File: src/rtl/tdc_pkg.sv
// Shared types and constants for the TDC scan controller.
// No logic; constants only.
// No flow control.
package tdc_pkg;

  typedef enum logic [2:0] {
    S_IDLE,
    S_CHECK,
    S_LAUNCH,
    S_WAIT_BUSY,
    S_WAIT_DONE,
    S_ADVANCE,
    S_FINISH
  } state_e;

  // The sequencer never terminates for a coarse stop of 254 or 255.
  localparam logic [7:0] T_COARSE_MAX    = 8'd253;
  // Cycles of ready=1 after a run request before the sequencer is declared stuck.
  localparam int         SEQ_ACK_TIMEOUT = 4;

  // status bit positions: {cfg_error, overflow, protocol_error, aborted}
  localparam int ST_ABORTED   = 0;
  localparam int ST_PROTOCOL  = 1;
  localparam int ST_OVERFLOW  = 2;
  localparam int ST_CFG_ERROR = 3;

  typedef struct packed {
    logic [7:0]  t_start;
    logic [7:0]  stop_first;
    logic [7:0]  stop_last;
    logic [7:0]  stop_step;
    logic [15:0] reps;
  } scan_cfg_t;

endpackage

File: src/rtl/tdc_ram_addr_counter.sv
// RAM write address register with space-remaining check for one full run.
// Address advances on the edge ending each write cycle; space_ok is combinational.
// No backpressure; inc is a write strobe that is always accepted.
module tdc_ram_addr_counter #(
  parameter int ADDR_WIDTH    = 12,
  parameter int WORDS_PER_RUN = 8
) (
  input  logic                  clk,
  input  logic                  reset_n,
  input  logic                  clr,
  input  logic                  inc,
  output logic [ADDR_WIDTH-1:0] addr,
  output logic                  space_ok
);
  // One extra bit so a completely filled RAM reads as "depth" rather than
  // wrapping to 0; the port only shows the low ADDR_WIDTH bits.
  localparam logic [ADDR_WIDTH:0] DEPTH     = {1'b1, {ADDR_WIDTH{1'b0}}};
  localparam logic [ADDR_WIDTH:0] RUN_WORDS = WORDS_PER_RUN[ADDR_WIDTH:0];

  logic [ADDR_WIDTH:0] addr_q, addr_d;

  // Next address: clear at scan start, step once per written word.
  always_comb begin
    addr_d = addr_q;
    if (clr)      addr_d = '0;
    else if (inc) addr_d = addr_q + 1'b1;
  end

  // Address register.
  always_ff @(posedge clk or negedge reset_n) begin
    if (!reset_n) addr_q <= '0;
    else          addr_q <= addr_d;
  end

  assign addr     = addr_q[ADDR_WIDTH-1:0];
  assign space_ok = (DEPTH - addr_q) >= RUN_WORDS;

endmodule

File: src/rtl/tdc_scan_controller.sv
// Sweeps the TDC sequencer over a range of coarse stops, N runs per point.
// One-cycle run request one cycle after LAUNCH sees ready; 2-cycle inter-run overhead.
// Waits on sequencer ready; no backpressure on RAM writes (ram_we = seq_write & busy).
module tdc_scan_controller
  import tdc_pkg::*;
#(
  parameter int ADDR_WIDTH    = 12,
  parameter int WORDS_PER_RUN = 8
) (
  input  logic                  clk,
  input  logic                  reset_n,
  input  logic                  scan_start,
  input  logic                  scan_abort,
  input  logic [7:0]            cfg_t_start,
  input  logic [7:0]            cfg_t_stop_first,
  input  logic [7:0]            cfg_t_stop_last,
  input  logic [7:0]            cfg_t_stop_step,
  input  logic [15:0]           cfg_repetitions,
  input  logic                  seq_ready,
  input  logic                  seq_write,
  output logic                  seq_run,
  output logic [7:0]            t_start_coarse,
  output logic [7:0]            t_stop_coarse,
  output logic                  ram_we,
  output logic [ADDR_WIDTH-1:0] ram_addr,
  output logic                  busy,
  output logic                  done,
  output logic [3:0]            status,
  output logic [23:0]           runs_completed
);

  state_e      state_q, state_d;
  scan_cfg_t   cfg_q, cfg_d;
  logic [7:0]  stop_q, stop_d;
  logic [15:0] rep_q, rep_d;
  logic [15:0] wc_q, wc_d;
  logic [2:0]  wb_q, wb_d;
  logic        seq_run_q, seq_run_d;
  logic        busy_q, busy_d;
  logic        done_q, done_d;
  logic [3:0]  status_q, status_d;
  logic [23:0] runs_q, runs_d;

  logic        addr_clr;
  logic        space_ok;
  logic        finish_req;
  logic        abort_now;
  logic [8:0]  next_stop;
  logic [15:0] reps_eff;
  logic [15:0] wc_total;

  // Writes only reach the RAM while a scan owns the sequencer.
  assign ram_we = seq_write & busy_q;

  tdc_ram_addr_counter #(
    .ADDR_WIDTH    (ADDR_WIDTH),
    .WORDS_PER_RUN (WORDS_PER_RUN)
  ) u_addr (
    .clk      (clk),
    .reset_n  (reset_n),
    .clr      (addr_clr),
    .inc      (ram_we),
    .addr     (ram_addr),
    .space_ok (space_ok)
  );

  assign abort_now = status_q[ST_ABORTED] | scan_abort;
  assign next_stop = {1'b0, stop_q} + {1'b0, cfg_q.stop_step};
  assign reps_eff  = (cfg_q.reps == 16'd0) ? 16'd1 : cfg_q.reps;
  assign wc_total  = wc_q + {15'd0, seq_write};

  // Scan sequencing: next-state and next-output computation.
  always_comb begin
    state_d    = state_q;
    cfg_d      = cfg_q;
    stop_d     = stop_q;
    rep_d      = rep_q;
    wc_d       = wc_q;
    wb_d       = wb_q;
    seq_run_d  = 1'b0;
    busy_d     = busy_q;
    done_d     = 1'b0;
    status_d   = status_q;
    runs_d     = runs_q;
    addr_clr   = 1'b0;
    finish_req = 1'b0;

    // Abort is a sticky request; in-flight runs still complete.
    if (state_q != S_IDLE && state_q != S_FINISH && scan_abort)
      status_d[ST_ABORTED] = 1'b1;

    case (state_q)
      S_IDLE: begin
        if (scan_start) begin
          cfg_d = '{t_start:    cfg_t_start,
                    stop_first: cfg_t_stop_first,
                    stop_last:  cfg_t_stop_last,
                    stop_step:  cfg_t_stop_step,
                    reps:       cfg_repetitions};
          status_d = '0;
          runs_d   = '0;
          addr_clr = 1'b1;
          busy_d   = 1'b1;
          state_d  = S_CHECK;
        end
      end
      S_CHECK: begin
        if (cfg_q.stop_first < cfg_q.t_start ||
            cfg_q.stop_last < cfg_q.stop_first ||
            cfg_q.stop_last > T_COARSE_MAX) begin
          status_d[ST_CFG_ERROR] = 1'b1;
          finish_req = 1'b1;
        end else begin
          stop_d  = cfg_q.stop_first;
          rep_d   = '0;
          state_d = S_LAUNCH;
        end
      end
      S_LAUNCH: begin
        if (!space_ok) begin
          status_d[ST_OVERFLOW] = 1'b1;
          finish_req = 1'b1;
        end else if (abort_now) begin
          finish_req = 1'b1;
        end else if (seq_ready) begin
          // Registered request: high next cycle, while ready is still 1.
          seq_run_d = 1'b1;
          wc_d      = '0;
          wb_d      = '0;
          state_d   = S_WAIT_BUSY;
        end
      end
      S_WAIT_BUSY: begin
        if (!seq_ready) begin
          wc_d    = {15'd0, seq_write};
          state_d = S_WAIT_DONE;
        end else if (wb_q == 3'(SEQ_ACK_TIMEOUT - 1)) begin
          status_d[ST_PROTOCOL] = 1'b1;
          finish_req = 1'b1;
        end else begin
          wb_d = wb_q + 3'd1;
        end
      end
      S_WAIT_DONE: begin
        if (seq_write) wc_d = wc_q + 16'd1;
        if (seq_ready) begin
          runs_d = runs_q + 24'd1;
          if (wc_total != 16'(WORDS_PER_RUN)) status_d[ST_PROTOCOL] = 1'b1;
          state_d = S_ADVANCE;
        end
      end
      S_ADVANCE: begin
        if (abort_now) begin
          finish_req = 1'b1;
        end else if (({1'b0, rep_q} + 17'd1) < {1'b0, reps_eff}) begin
          rep_d   = rep_q + 16'd1;
          state_d = S_LAUNCH;
        end else if (cfg_q.stop_step == 8'd0 || next_stop > {1'b0, cfg_q.stop_last}) begin
          finish_req = 1'b1;
        end else begin
          stop_d  = next_stop[7:0];
          rep_d   = '0;
          state_d = S_LAUNCH;
        end
      end
      S_FINISH: begin
        state_d = S_IDLE;
      end
      default: begin
        state_d = S_IDLE;
        busy_d  = 1'b0;
      end
    endcase

    // busy falls in the same cycle done pulses.
    if (finish_req) begin
      state_d = S_FINISH;
      busy_d  = 1'b0;
      done_d  = 1'b1;
    end
  end

  // State and registered outputs.
  always_ff @(posedge clk or negedge reset_n) begin
    if (!reset_n) begin
      state_q   <= S_IDLE;
      cfg_q     <= '0;
      stop_q    <= '0;
      rep_q     <= '0;
      wc_q      <= '0;
      wb_q      <= '0;
      seq_run_q <= 1'b0;
      busy_q    <= 1'b0;
      done_q    <= 1'b0;
      status_q  <= '0;
      runs_q    <= '0;
    end else begin
      state_q   <= state_d;
      cfg_q     <= cfg_d;
      stop_q    <= stop_d;
      rep_q     <= rep_d;
      wc_q      <= wc_d;
      wb_q      <= wb_d;
      seq_run_q <= seq_run_d;
      busy_q    <= busy_d;
      done_q    <= done_d;
      status_q  <= status_d;
      runs_q    <= runs_d;
    end
  end

  assign seq_run        = seq_run_q;
  assign t_start_coarse = cfg_q.t_start;
  assign t_stop_coarse  = stop_q;
  assign busy           = busy_q;
  assign done           = done_q;
  assign status         = status_q;
  assign runs_completed = runs_q;

endmodule

File: config.mk
export PLATFORM = sky130hd
export DESIGN_NAME = tdc_scan_controller
export DESIGN_NICKNAME = d
export VERILOG_FILES = /design/src/rtl/tdc_pkg.sv /design/src/rtl/tdc_ram_addr_counter.sv /design/src/rtl/tdc_scan_controller.sv
export SDC_FILE = /design/constraint.sdc
export NUM_CORES = 1
export LEC_CHECK = 0
export CAP_MARGIN = 25
export CORE_MARGIN = 10
export CORE_UTILIZATION = 60
export DETAILED_ROUTE_END_ITERATION = 8
export PLACE_DENSITY = 0.94
export REMOVE_ABC_BUFFERS = 1
export SLEW_MARGIN = 40
export SYNTH_ARGS = -nofsm -noshare
export SYNTH_HDL_FRONTEND = slang
export SYNTH_SLANG_ARGS = --single-unit
File: constraint.sdc
create_clock -name clk -period 8.41 [get_ports clk]
set_input_delay 1.2615 -clock clk [delete_from_list [all_inputs] [get_ports clk]]
set_output_delay 1.2615 -clock clk [all_outputs]
set_load 0.03 [all_outputs]
==> summary.txt <==
Synthesis
  – Ys async rst share: 1.00
  – Sequential fraction of the synthesis area: 0.421
  – Cell variety after synth: 63
  – Ys Warns: 0
  – Syn Inst Count: 910
  – Mapped Area: 8210 µm²
  – Seq cells post-synth: 138
  – Syn Area/Cell: 9.02 µm²
  – Ys flop type: dfrtp_1
  – Number of synthesized flops with an enable pin: 0

Placed design
  – Number of buffers added on ports: 113
  – GP Congestion: 0.938
  – DP HPWL: 14,700 µm
  – Placed Area: 9290 µm²

Route
  – DRC viols: 0
  – Detail-routed via count per cell: 5.93
  – Final wirelength: 20,800 µm
  – Routed via count: 6,991
  – First-pass DRT Iterations: 6
  – Initial DRC Count: 523
  – DR WL/cell: 17.6 µm
  – Remaining antenna violation count after routing: 0

GRT
  – Initial antenna violation count: 0
  – GRT Total Usage: 0.225
  – Total grt overflow: 0
  – Vias in the first global route: 6,976
  – Largest net degree at the start of global routing: 89
  – Global-route wire length before repair: 34,100 µm

Run status
  – Status: complete, no violations

Min path
  – Worst hold start: wc_q[15]$_DFFE_PN0P_
  – Hold Path Class: reg -> reg
  – WHS Path Cells: 1
  – Min-Delay Endpoint: wc_q[15]$_DFFE_PN0P_

Clock tree
  – Reg clk slew, reported paths: 0.06 ns
  – Setup Buffers After CTS: 0
  – Root Driver: clkbuf_16
  – CTS sink cnt: 138
  – Clock H-tree levels: 4
  – CTS tree: built
  – CTS buffer count: 17
  – # hold bufs at CTS: 0
  – Post-CTS sizing: 0
  – Worst skew pair latency: 0.42 ns
  – Buffer levels on the longest clock path: 2

Power
  – Sw Pwr: 1310 µW
  – Worst IR drop on VDD: 268 µV
  – Pint: 1910 µW
  – Sw frac: 0.407
  – Cell Pwr Density: 325 nW/µm²
  – Logic pwr share: 0.448
  – Register share of total power: 0.320
  – Lkg Pwr: 0.00445 µW
  – Clock power share: 0.233

Timing
  – Final Hold Fails: 0
  – Setup TNS: 0 ns
  – Skew final: 0.00470 ns
  – Fmax: 0.223 GHz
  – Slew Viols, Final: 0
  – Slew headroom: 0.522
  – Final setup viols: 0
  – Period utilization: 0.533
  – Period minus WS final: 4.48 ns
  – Unrepaired setup endpoints after global routing: false
  – Worst slew pin tran: 0.715 ns

Die
  – Die height: 137 µm
  – Row count: 42
  – Die W: 137 µm
  – DIE AREA: 18,800 µm²
  – IO Count: 114
  – CORE AREA: 13,300 µm²
  – Initial core utilization: 0.615

Setup path
  – RR Startpoint: t_stop_coarse[0]$_DFFE_PN0P_
  – CP max FO: 8
  – Critical path startpoint category: flip-flop
  – Critical path class: reg -> reg
  – Required @ worst endpoint: 8.71 ns
  – Reg2reg path depth: 14
  – Worst EP arrival: 4.79 ns
  – RR Endpoint: t_stop_coarse[3]$_DFFE_PN0P_
  – Worst reg-to-reg setup slack: 3.93 ns
  – Endpoint class of the critical path: flip-flop

Cells and area
  – Multi-input logic area: 4270 µm²
  – Final nets: 1,099
  – Commonest non-fill, non-tap cell in the layout: dfrtp_1
  – Layout cell share with drive strength beyond 1: 0.0738
  – Most frequent cells in the layout: dfrtp_1, nand2_1, clkdlybuf4s50_1, o21ai_0, nor2_1
  – Area delta synth->final: 20.5%
  – Final instance area: 9890 µm²
  – Fillers: 929
  – Final antenna diode count: 0
  – Reg area: 3450 µm²

Job
  – Max-Cap Viols: 0
sequential cells by signal (all words and copies together), names as in the netlist, 4 cells and up:
signal          flops
cfg_q              40
runs_completed     24
rep_q              16
wc_q               16
u_addr.addr_q      13
t_start_coarse      8
t_stop_coarse       8
status              4
cell usage after synthesis (all sizes together) (2+ instances only):
cell type,number,area [µm²]
a211oi,7,57.6
a21bo,2,20.0
a21o,5,37.5
a21oi,31,155
a221o,2,21.3
a22o,9,87.6
a31oi,11,68.8
and2,9,56.3
and3,16,101
and4,4,35.0
buf,28,208
clkbuf,27,101
dfrtp,138,3450
ha,54,676
inv,52,195
mux2,19,214
mux2i,4,40.0
nand2,133,499
nand2b,5,31.3
nand3,36,185
nand4,22,138
nor2,73,274
nor2b,9,56.3
nor3,14,70.1
nor3b,2,37.5
nor4,9,56.3
nor4b,3,47.5
o211a,2,20.0
o211ai,2,15.0
o21a,5,37.5
o21ai,84,420
o21bai,3,26.3
o221ai,2,17.5
o22ai,2,12.5
o31ai,5,37.5
o41ai,2,17.5
or2,3,18.8
or3,3,18.8
or4,5,37.5
xnor2,27,236
xor2,29,254
per-stage QoR:
stage	total power (µW)	util	hold slack (ns)	std cells	setup WS, ns
global route	3410	0.741	0.524	1179	3.89
detailed placement	2430	0.696	0.494	1147	4.20
CTS	3210	0.740	0.499	1179	4.03
floorplan	1950	-	0.446	855	3.09
global placement	2340	0.696	0.484	1147	4.33
finish	3220	0.741	0.501	1179	3.93
routing by layer:
layer  GRT usage  part of all wire  up-vias
met5           0                 0        -
met4      0.0667             0.018        0
met3      0.0491             0.073       36
met2       0.377              0.49      256
met1       0.284              0.42     3381
li1            -                 -     3318
area by class of cell:
cell class / count / area share
multi-input cells: 665 / 0.431
well taps: 176 / 0.0223
flip-flops and latches: 138 / 0.349
repair buffers: 116 / 0.118
inverters: 52 / 0.0197
clock buffers: 25 / 0.0511
clock inverters: 7 / 0.00885
critical path, stage by stage, from the launching register on:
cell and delay (ns):
dfrtp_1 0.39, ha_1 0.25, fa_1 0.43, a211oi_1 0.28, o21bai_1 0.11, a21oi_1 0.23
xnor2_1 0.17, ha_1 0.30, a2111oi_0 0.54, o21ai_0 0.23, o211ai_1 0.25, o211a_1 0.21
a21oi_1 0.10, nor3b_4 0.45, mux2_2 0.40
kinds of logic (layout without fill, tap and decap cells):
kind of cell / Yosys count / count (layout) / share of synthesized area
AO/OA/AOI/OAI: 182 / 182 / 0.137
XOR/XNOR: 56 / 56 / 0.0597
adder cells (fa/ha/maj): 55 / 55 / 0.0847
buffers and inverters: 107 / 200 / 0.0614
flip-flops: 138 / 138 / 0.421
multiplexers: 23 / 23 / 0.0309
AND/OR/NAND/NOR: 349 / 349 / 0.206
worst max path at each step:
stage	startpoint	to	cells after the start
floorplan	scan_start	runs_completed[1]$_DFFE_PN0P_	4
global placement	seq_write	ram_we	3
detailed placement	t_stop_coarse[0]$_DFFE_PN0P_	t_stop_coarse[4]$_DFFE_PN0P_	14
CTS	t_stop_coarse[0]$_DFFE_PN0P_	t_stop_coarse[3]$_DFFE_PN0P_	14
global route	t_stop_coarse[0]$_DFFE_PN0P_	t_stop_coarse[5]$_DFFE_PN0P_	14
finish	t_stop_coarse[0]$_DFFE_PN0P_	t_stop_coarse[3]$_DFFE_PN0P_	14
power by group through the flow:
stage               combinational [µW]  sequential (µW)  clock, µW
finish                            1440             1030        748
global route                      1580             1050        782
CTS                               1430             1020        753
detailed placement                1400             1030          0
global placement                  1320             1020          0
floorplan                          860             1090          0
No activity file was read; power rests on OpenSTA's default activity.
